**src/rtl/cond_exec_ctrl.sv**
```systemverilog
// cond_exec_ctrl: ARM condition evaluation, flag-write sequencing, flag RAW stall/bypass and branch squash
module cond_exec_ctrl #(
  parameter bit FLAG_BYPASS = 1'b1,
  parameter int CNT_W = 16
) (
  input  logic             clk,
  input  logic             rst,
  input  logic             freeze,
  input  logic             id_valid,
  input  logic [3:0]       id_cond,
  input  logic             id_s,
  input  logic             id_b,
  input  logic [3:0]       exe_flags,
  output logic             id_exec,
  output logic             flag_stall,
  output logic             branch_taken,
  output logic [3:0]       sr,
  output logic [CNT_W-1:0] exec_cnt,
  output logic [CNT_W-1:0] annul_cnt
);
  logic pend, squash, cond_pass, needs_flags, issue, live;
  logic [3:0] f;
  always_comb begin
    f = (FLAG_BYPASS && pend) ? exe_flags : sr;
    cond_pass = 1'b0;
    case (id_cond)
      4'b0000: cond_pass = f[2];
      4'b0001: cond_pass = !f[2];
      4'b0010: cond_pass = f[1];
      4'b0011: cond_pass = !f[1];
      4'b0100: cond_pass = f[3];
      4'b0101: cond_pass = !f[3];
      4'b0110: cond_pass = f[0];
      4'b0111: cond_pass = !f[0];
      4'b1000: cond_pass = f[1] & !f[2];
      4'b1001: cond_pass = !f[1] | f[2];
      4'b1010: cond_pass = f[3] == f[0];
      4'b1011: cond_pass = f[3] != f[0];
      4'b1100: cond_pass = !f[2] & (f[3] == f[0]);
      4'b1101: cond_pass = f[2] | (f[3] != f[0]);
      4'b1110: cond_pass = 1'b1;
      default: cond_pass = 1'b0;
    endcase
  end
  assign needs_flags = id_cond[3:1] != 3'b111;
  // a squashed wrong-path instruction never stalls
  assign live = rst & ~freeze & id_valid & ~squash;
  assign flag_stall = live & pend & needs_flags & ~FLAG_BYPASS;
  assign issue = live & ~flag_stall;
  assign id_exec = issue & cond_pass;
  assign branch_taken = id_exec & id_b;
  always_ff @(posedge clk) begin
    if (!rst) begin
      sr <= '0;
      pend <= 1'b0;
      squash <= 1'b0;
      exec_cnt <= '0;
      annul_cnt <= '0;
    end else if (!freeze) begin
      if (pend) sr <= exe_flags;
      pend <= id_exec & id_s;
      squash <= branch_taken;
      exec_cnt <= exec_cnt + CNT_W'(id_exec);
      annul_cnt <= annul_cnt + CNT_W'((issue & ~cond_pass) | (squash & id_valid));
    end
  end
endmodule

```
**config.mk**
```make
export PLATFORM = sky130hd
export DESIGN_NAME = cond_exec_ctrl
export DESIGN_NICKNAME = d
export VERILOG_FILES = /design/src/rtl/cond_exec_ctrl.sv
export SDC_FILE = /design/constraint.sdc
export NUM_CORES = 1
export LEC_CHECK = 0
export ABC_AREA = 0
export CORE_ASPECT_RATIO = 0.5
export CORE_MARGIN = 2
export CORE_UTILIZATION = 53
export CTS_BUF_LIST = sky130_fd_sc_hd__clkbuf_16
export DETAILED_ROUTE_END_ITERATION = 12
export GPL_TIMING_DRIVEN = 1
export HOLD_SLACK_MARGIN = 0.06
export PLACE_DENSITY = 0.82
export SLEW_MARGIN = 40
export SYNTH_ARGS = -nofsm -noshare
export SYNTH_HDL_FRONTEND = slang
export SYNTH_SLANG_ARGS = --single-unit
```
**constraint.sdc**
```tcl
create_clock -name clk -period 7.7 [get_ports clk]
set_input_delay 1.155 -clock clk [delete_from_list [all_inputs] [get_ports clk]]
set_output_delay 1.155 -clock clk [all_outputs]
set_load 0.02 [all_outputs]
```
==> results of run 1 <==
metal layers:
layer  vias to the layer above  track usage (%)  share of wire, %
li1                        917                -                 -
met1                       859            29.49                48
met2                        26            34.40                47
met3                         7            4.791               3.2
met4                         0            6.522               1.4
met5                         -                0                 0
report_power, final:
part,switching (mW),leakage [nW],internal [mW]
clock network,0.0783,0.0672,0.118
registers,0.00146,0.306,0.198
logic,0.0165,0.709,0.0152
total,0.0963,1.08,0.331
metrics by stage:
stage	utilization (%)	cells
3_3_place_gp	68.81	327
5_1_grt	72.33	335
3_5_place_dp	68.69	327
4_1_cts	72.33	335
6_report	72.33	335
2_1_floorplan	-	234
cell type report:
class / instances / share of cell area [%]
clock buffers: 5 / 4.454
clock inverters: 3 / 0.5791
inverters: 2 / 0.2673
multi-input cells: 182 / 47.22
flip-flops and latches: 38 / 27.08
well taps: 54 / 2.405
repair buffers: 51 / 18.00
registers in the layout, summed over array words and instances (netlist names):
signal     count
annul_cnt     16
pend           1
squash         1
exec_cnt      16
sr             4
cell families (layout without fill, tap and decap cells):
family                   Yosys count  in the layout
multiplexers                      14             14
AND/OR/NAND/NOR                  113            113
buffers and inverters             14             61
flip-flops                        38             38
AO/OA/AOI/OAI                     20             20
other                              1              1
XOR/XNOR                          29             29
adder cells (fa/ha/maj)            5              5
cell usage in the layout (no fill, tap or decap), types with 2 or more instances in the layout:
cell,n
nor2b_1,10
dfxtp_1,38
nand2b_1,4
o21ai_0,3
a211oi_1,2
clkdlybuf4s50_1,50
nand2_1,17
a21boi_0,3
and2_2,2
inv_1,2
clkbuf_16,5
and4_1,2
xor2_1,11
o21bai_1,2
nor3_1,6
ha_1,5
mux2i_1,14
nor2_1,3
xnor2_1,18
and2_1,27
nand4_1,7
and3b_1,2
and3_1,2
nand3_1,8
and4b_1,3
o211ai_1,2
nand4b_1,3
nor4b_1,4
worst min-delay path, stage by stage (launching register included):
cell and delay [ns]:
dfxtp_1 0.32, nand2_1 0.05, mux2i_1 0.06
worst max path at each step:
stage	startpoint	end	slack [ns]	cells after the start
floorplan	id_cond[3]	exec_cnt[14]	3.67	13
global placement	rst	id_exec	2.85	5
detailed placement	id_cond[0]	id_exec	2.86	7
CTS	id_cond[0]	id_exec	2.86	7
finish	id_cond[0]	id_exec	2.83	7
global route	id_cond[0]	id_exec	2.67	7
==> flow_metrics.env, run 1 <==
export IMPL_synth_xor_area_share_pct=11.84
export IMPL_worstHoldStart="exec_cnt[15]"
export IMPL_critical_path_class="input pin to primary output"
export IMPL_status="complete, no violations"
export IMPL_cts_hold_buf=0
export IMPL_yosys_top_cells_count="dfxtp_1, and2_1, xnor2_1"
export IMPL_max_freq_mhz=205.5
export IMPL_hold_path_end="exec_cnt[15]"
export IMPL_final_cell_area_um2=2809
export IMPL_clk_pin_slew_ns=0.05
export IMPL_seq_area_um2=760.7
export IMPL_period_needed_ns=4.867
export IMPL_ys_types=51
export IMPL_required_ns=6.55
export IMPL_cts_tree="built"
export IMPL_yosys_area_share_simple_pct=33.64
export IMPL_h_tree_depth=2
export IMPL_viasPerCell=5.400
export IMPL_ys_ff_latch=38
export IMPL_rsz0062_at_grt="false"
export IMPL_report_final_slew_viol_count=0
export IMPL_synth_area_per_cell_um2=9.170
export IMPL_ys_warn_count=0
export IMPL_skew_ns=0.002984
export IMPL_coreArea_um2=3884
export IMPL_hold_slack_ns=0.4821
export IMPL_ant_nets=0
export IMPL_synth_compound_area_share_pct=6.706
export IMPL_worstMarginPinSlew_ns=0.7273
export IMPL_initial_core_util_pct=55.25
export IMPL_power_total_mw=0.4272
export IMPL_end_kind="primary output"
export IMPL_crit_family="buffers and inverters"
export IMPL_path_buf_inv=2
export IMPL_synthMuxAreaShare_pct=6.531
export IMPL_hpwlAfterDp_um=3227
export IMPL_powerDensity_nw_per_um2=152.1
export IMPL_io_buffers=51
export IMPL_setup_viol=0
export IMPL_p_leak_nw=1.082
export IMPL_grt_pass1_vias=1733
export IMPL_holdPathStages=2
export IMPL_drv_cap=0
export IMPL_post_cts_resized=0
export IMPL_r2r_end="exec_cnt[14]"
export IMPL_slew_headroom_pct=51.36
export IMPL_cts_setup_buffers=0
export IMPL_min_path_type="register to register"
export IMPL_path_cells="clkdlybuf4s50_1, nand2b_1, or3b_2, nand4b_1, o22ai_1, a21boi_0, clkdlybuf4s50_1"
export IMPL_slowest_delay_ns=0.66
export IMPL_finalCritPeriodShare_pct=63.21
export IMPL_finalSetupTns_ns=0
export IMPL_post_place_ws_ns=2.858
export IMPL_peakVddDrop_v=0.00009536
export IMPL_place_area_um2=2668
export IMPL_critPathLaunchType="input pin"
export IMPL_ios=53
export IMPL_area_growth_pct=30.90
export IMPL_ys_seq_area_share_pct=35.45
export IMPL_yosys_area_top_type="dfxtp_1"
export IMPL_ys_top_cells_by_area="dfxtp_1, and2_1, xnor2_1"
export IMPL_critical_path_peak_fanout=13
export IMPL_synthAdderAreaFrac_pct=2.915
export IMPL_wl_um=4588
export IMPL_path_common_cell="clkdlybuf4s50_1"
export IMPL_syn_num_nets=253
export IMPL_cts_root_buf="clkbuf_16"
export IMPL_overflow=0
export IMPL_place_congestion=0.8133
export IMPL_grt_max_degree=42
export IMPL_reg2reg_from="pend"
export IMPL_multi_input_area_um2=1326
export IMPL_insertedDiodeCount=0
export IMPL_netlist_area_um2=2146
export IMPL_fp_dieW_um=93.99
export IMPL_drtIter0Drc=53
export IMPL_worstRegToRegCells=12
export IMPL_synth_most_common_cell="dfxtp_1"
export IMPL_synth_top_family_by_area="simple AND/OR/NAND/NOR gates"
export IMPL_setup_ws_ns=2.833
export IMPL_vias=1809
export IMPL_cts_sinks=38
export IMPL_die_y_um=49.00
export IMPL_cp_data_arrival_time_ns=3.71
export IMPL_yosys_most_used_dff="dfxtp_1"
export IMPL_drive_gt1_share_pct=5.694
export IMPL_placementRows=16
export IMPL_grtUsageTotal_pct=21.58
export IMPL_hold_viol_final=0
export IMPL_grt_pass1_wl_um=7886
export IMPL_die_area_um2=4605
export IMPL_regToRegSetupSlack_ns=4.32
export IMPL_synth_cells=234
export IMPL_drtPass1Iterations=4
export IMPL_wire_per_inst_um=13.70
export IMPL_fin_nets=299
export IMPL_cpMaxStageDelayCell="clkdlybuf4s50_1"
export IMPL_cts_buffer_depth=2
export IMPL_drc_errors=0
export IMPL_antenna_found_initial=0
export IMPL_clk_latency_ns=0.28
export IMPL_synthArstFlopShare_pct=0
export IMPL_yosysTopAreaCellShare_pct=35.45
export IMPL_cts_buffers=5
export IMPL_synth_edf_count=0
export IMPL_nFillCells=323
(Power assumes the default switching activity.)
==> run 2: changes to the inputs <==
Settings changed: CORE_UTILIZATION 53 to 49, PLACE_DENSITY 0.82 to 0.76.
Clock period 7.7 ns to 4.8 ns, I/O delays scaled along.
==> flow_metrics.env, run 2 (synthesis gave the netlist of run 1 again) <==
export IMPL_max_freq_mhz=248.0
export IMPL_skew_ns=0.001942
export IMPL_die_area_um2=4957
export IMPL_cpMaxStageDelayCell="clkdlybuf4s50_1"
export IMPL_fp_dieW_um=97.59
export IMPL_slowest_delay_ns=0.66
export IMPL_holdPathStages=2
export IMPL_end_kind="primary output"
export IMPL_critPathLaunchType="input pin"
export IMPL_power_total_mw=0.7298
export IMPL_wl_um=4447
export IMPL_mostFrequentLayoutCell="clkdlybuf4s50_1"
export IMPL_drv_cap=0
export IMPL_grt_max_degree=42
export IMPL_initial_core_util_pct=53.06
export IMPL_overflow=0
export IMPL_grt_pass1_vias=1756
export IMPL_path_buf_inv=2
export IMPL_period_needed_ns=4.032
export IMPL_placementRows=16
export IMPL_drive_gt1_share_pct=5.674
export IMPL_hold_viol_final=0
export IMPL_wire_per_inst_um=13.24
export IMPL_multi_input_area_um2=1326
export IMPL_finalCritPeriodShare_pct=83.99
export IMPL_cts_setup_buffers=0
export IMPL_antenna_found_initial=0
export IMPL_reg2reg_from="pend"
export IMPL_critical_path_peak_fanout=13
export IMPL_mostFrequentLayoutCells="clkdlybuf4s50_1, dfxtp_1, and2_1"
export IMPL_rsz0062_at_grt="false"
export IMPL_ios=53
export IMPL_cts_hold_buf=0
export IMPL_required_ns=4.08
export IMPL_path_common_cell="clkdlybuf4s50_1"
export IMPL_cts_tree="built"
export IMPL_drtIter0Drc=38
export IMPL_place_congestion=0.8720
export IMPL_area_growth_pct=32.65
export IMPL_peakVddDrop_v=0.0001630
export IMPL_p_leak_nw=1.102
export IMPL_clk_latency_ns=0.27
export IMPL_cts_root_buf="clkbuf_16"
export IMPL_worstRegToRegCells=11
export IMPL_die_y_um=50.80
export IMPL_cts_buffers=5
export IMPL_io_buffers=51
export IMPL_seq_area_um2=760.7
export IMPL_coreArea_um2=4044
export IMPL_vias=1790
export IMPL_worstHoldStart="exec_cnt[15]"
export IMPL_drtPass1Iterations=4
export IMPL_powerDensity_nw_per_um2=256.4
export IMPL_largestRegisters="annul_cnt: 16 flops, exec_cnt: 16 flops, sr: 4 flops"
export IMPL_status="complete, no violations"
export IMPL_path_cells="clkdlybuf4s50_1, nand2b_1, or3b_2, nand4b_1, o22ai_1, a21boi_0, clkdlybuf4s50_1"
export IMPL_clk_pin_slew_ns=0.06
export IMPL_nFillCells=325
export IMPL_grt_pass1_wl_um=7734
export IMPL_insertedDiodeCount=0
export IMPL_drc_errors=0
export IMPL_crit_family="buffers and inverters"
export IMPL_setup_viol=0
export IMPL_report_final_slew_viol_count=0
export IMPL_utilization_pct=70.39
export IMPL_cts_sinks=38
export IMPL_hold_path_end="exec_cnt[15]"
export IMPL_ant_nets=0
export IMPL_cts_buffer_depth=2
export IMPL_regToRegSetupSlack_ns=1.51
export IMPL_viasPerCell=5.327
export IMPL_grtUsageTotal_pct=19.21
export IMPL_cp_data_arrival_time_ns=3.31
export IMPL_finalSetupTns_ns=0
export IMPL_post_cts_resized=0
export IMPL_critical_path_class="input pin to primary output"
export IMPL_r2r_end="exec_cnt[6]"
export IMPL_hpwlAfterDp_um=3145
export IMPL_fin_nets=301
export IMPL_h_tree_depth=2
export IMPL_min_path_type="register to register"
run 2: metrics by stage:
stage               cells  cell area (um^2)  hold slack (ns)  setup slack, ns
floorplan             234              2146           0.5021            1.206
global placement      329              2688           0.4501           0.8568
detailed placement    329              2688           0.4674           0.7847
CTS                   336              2846           0.4765           0.7858
global route          336              2846           0.5005           0.6235
finish                336              2846           0.4744           0.7683
run 2: final cells by class:
class	instances	share of cell area [%]
tap	54	2.374
sequential	38	26.73
clock buffer	5	4.396
inverter	2	0.2637
multi-input combinational	182	46.59
timing repair buffer	53	18.46
clock inverter	2	1.187
run 2: metal layers:
metal | track usage, % | part of all wire [%] | up-vias
met3 | 5.571 | 5.1 | 5
met1 | 24.17 | 50 | 830
met5 | 0 | 0 | -
li1 | - | - | 918
met2 | 32.64 | 44 | 37
met4 | 5.324 | 0.76 | 0
run 2: worst max-delay path by stage:
stage                     from      endpoint  slack [ns]  cells after the start
CTS                 id_cond[0]       id_exec        0.79                      7
floorplan           id_cond[3]  exec_cnt[14]        1.21                     13
finish              id_cond[0]       id_exec        0.77                      7
detailed placement  id_cond[0]  exec_cnt[14]        0.78                     13
global placement    id_cond[0]       id_exec        0.86                      7
global route        id_cond[0]       id_exec        0.62                      7
run 2: report_power, final:
group	switching (mW)	total (mW)	internal, mW	leakage, nW
combinational	0.0267	0.0524	0.0257	0.718
clock	0.118	0.358	0.240	0.0773
sequential	0.00231	0.319	0.317	0.306
total	0.147	0.730	0.583	1.10
run 2: worst register-to-register path: cells and delay by family, from the launching register on:
kind	cells	cell delay, ns
compound gates	2	0.56
xor+xnor	1	0.14
fa+ha+maj	2	0.46
flops	1	0.60
mux	2	0.66
simple gates	4	0.77
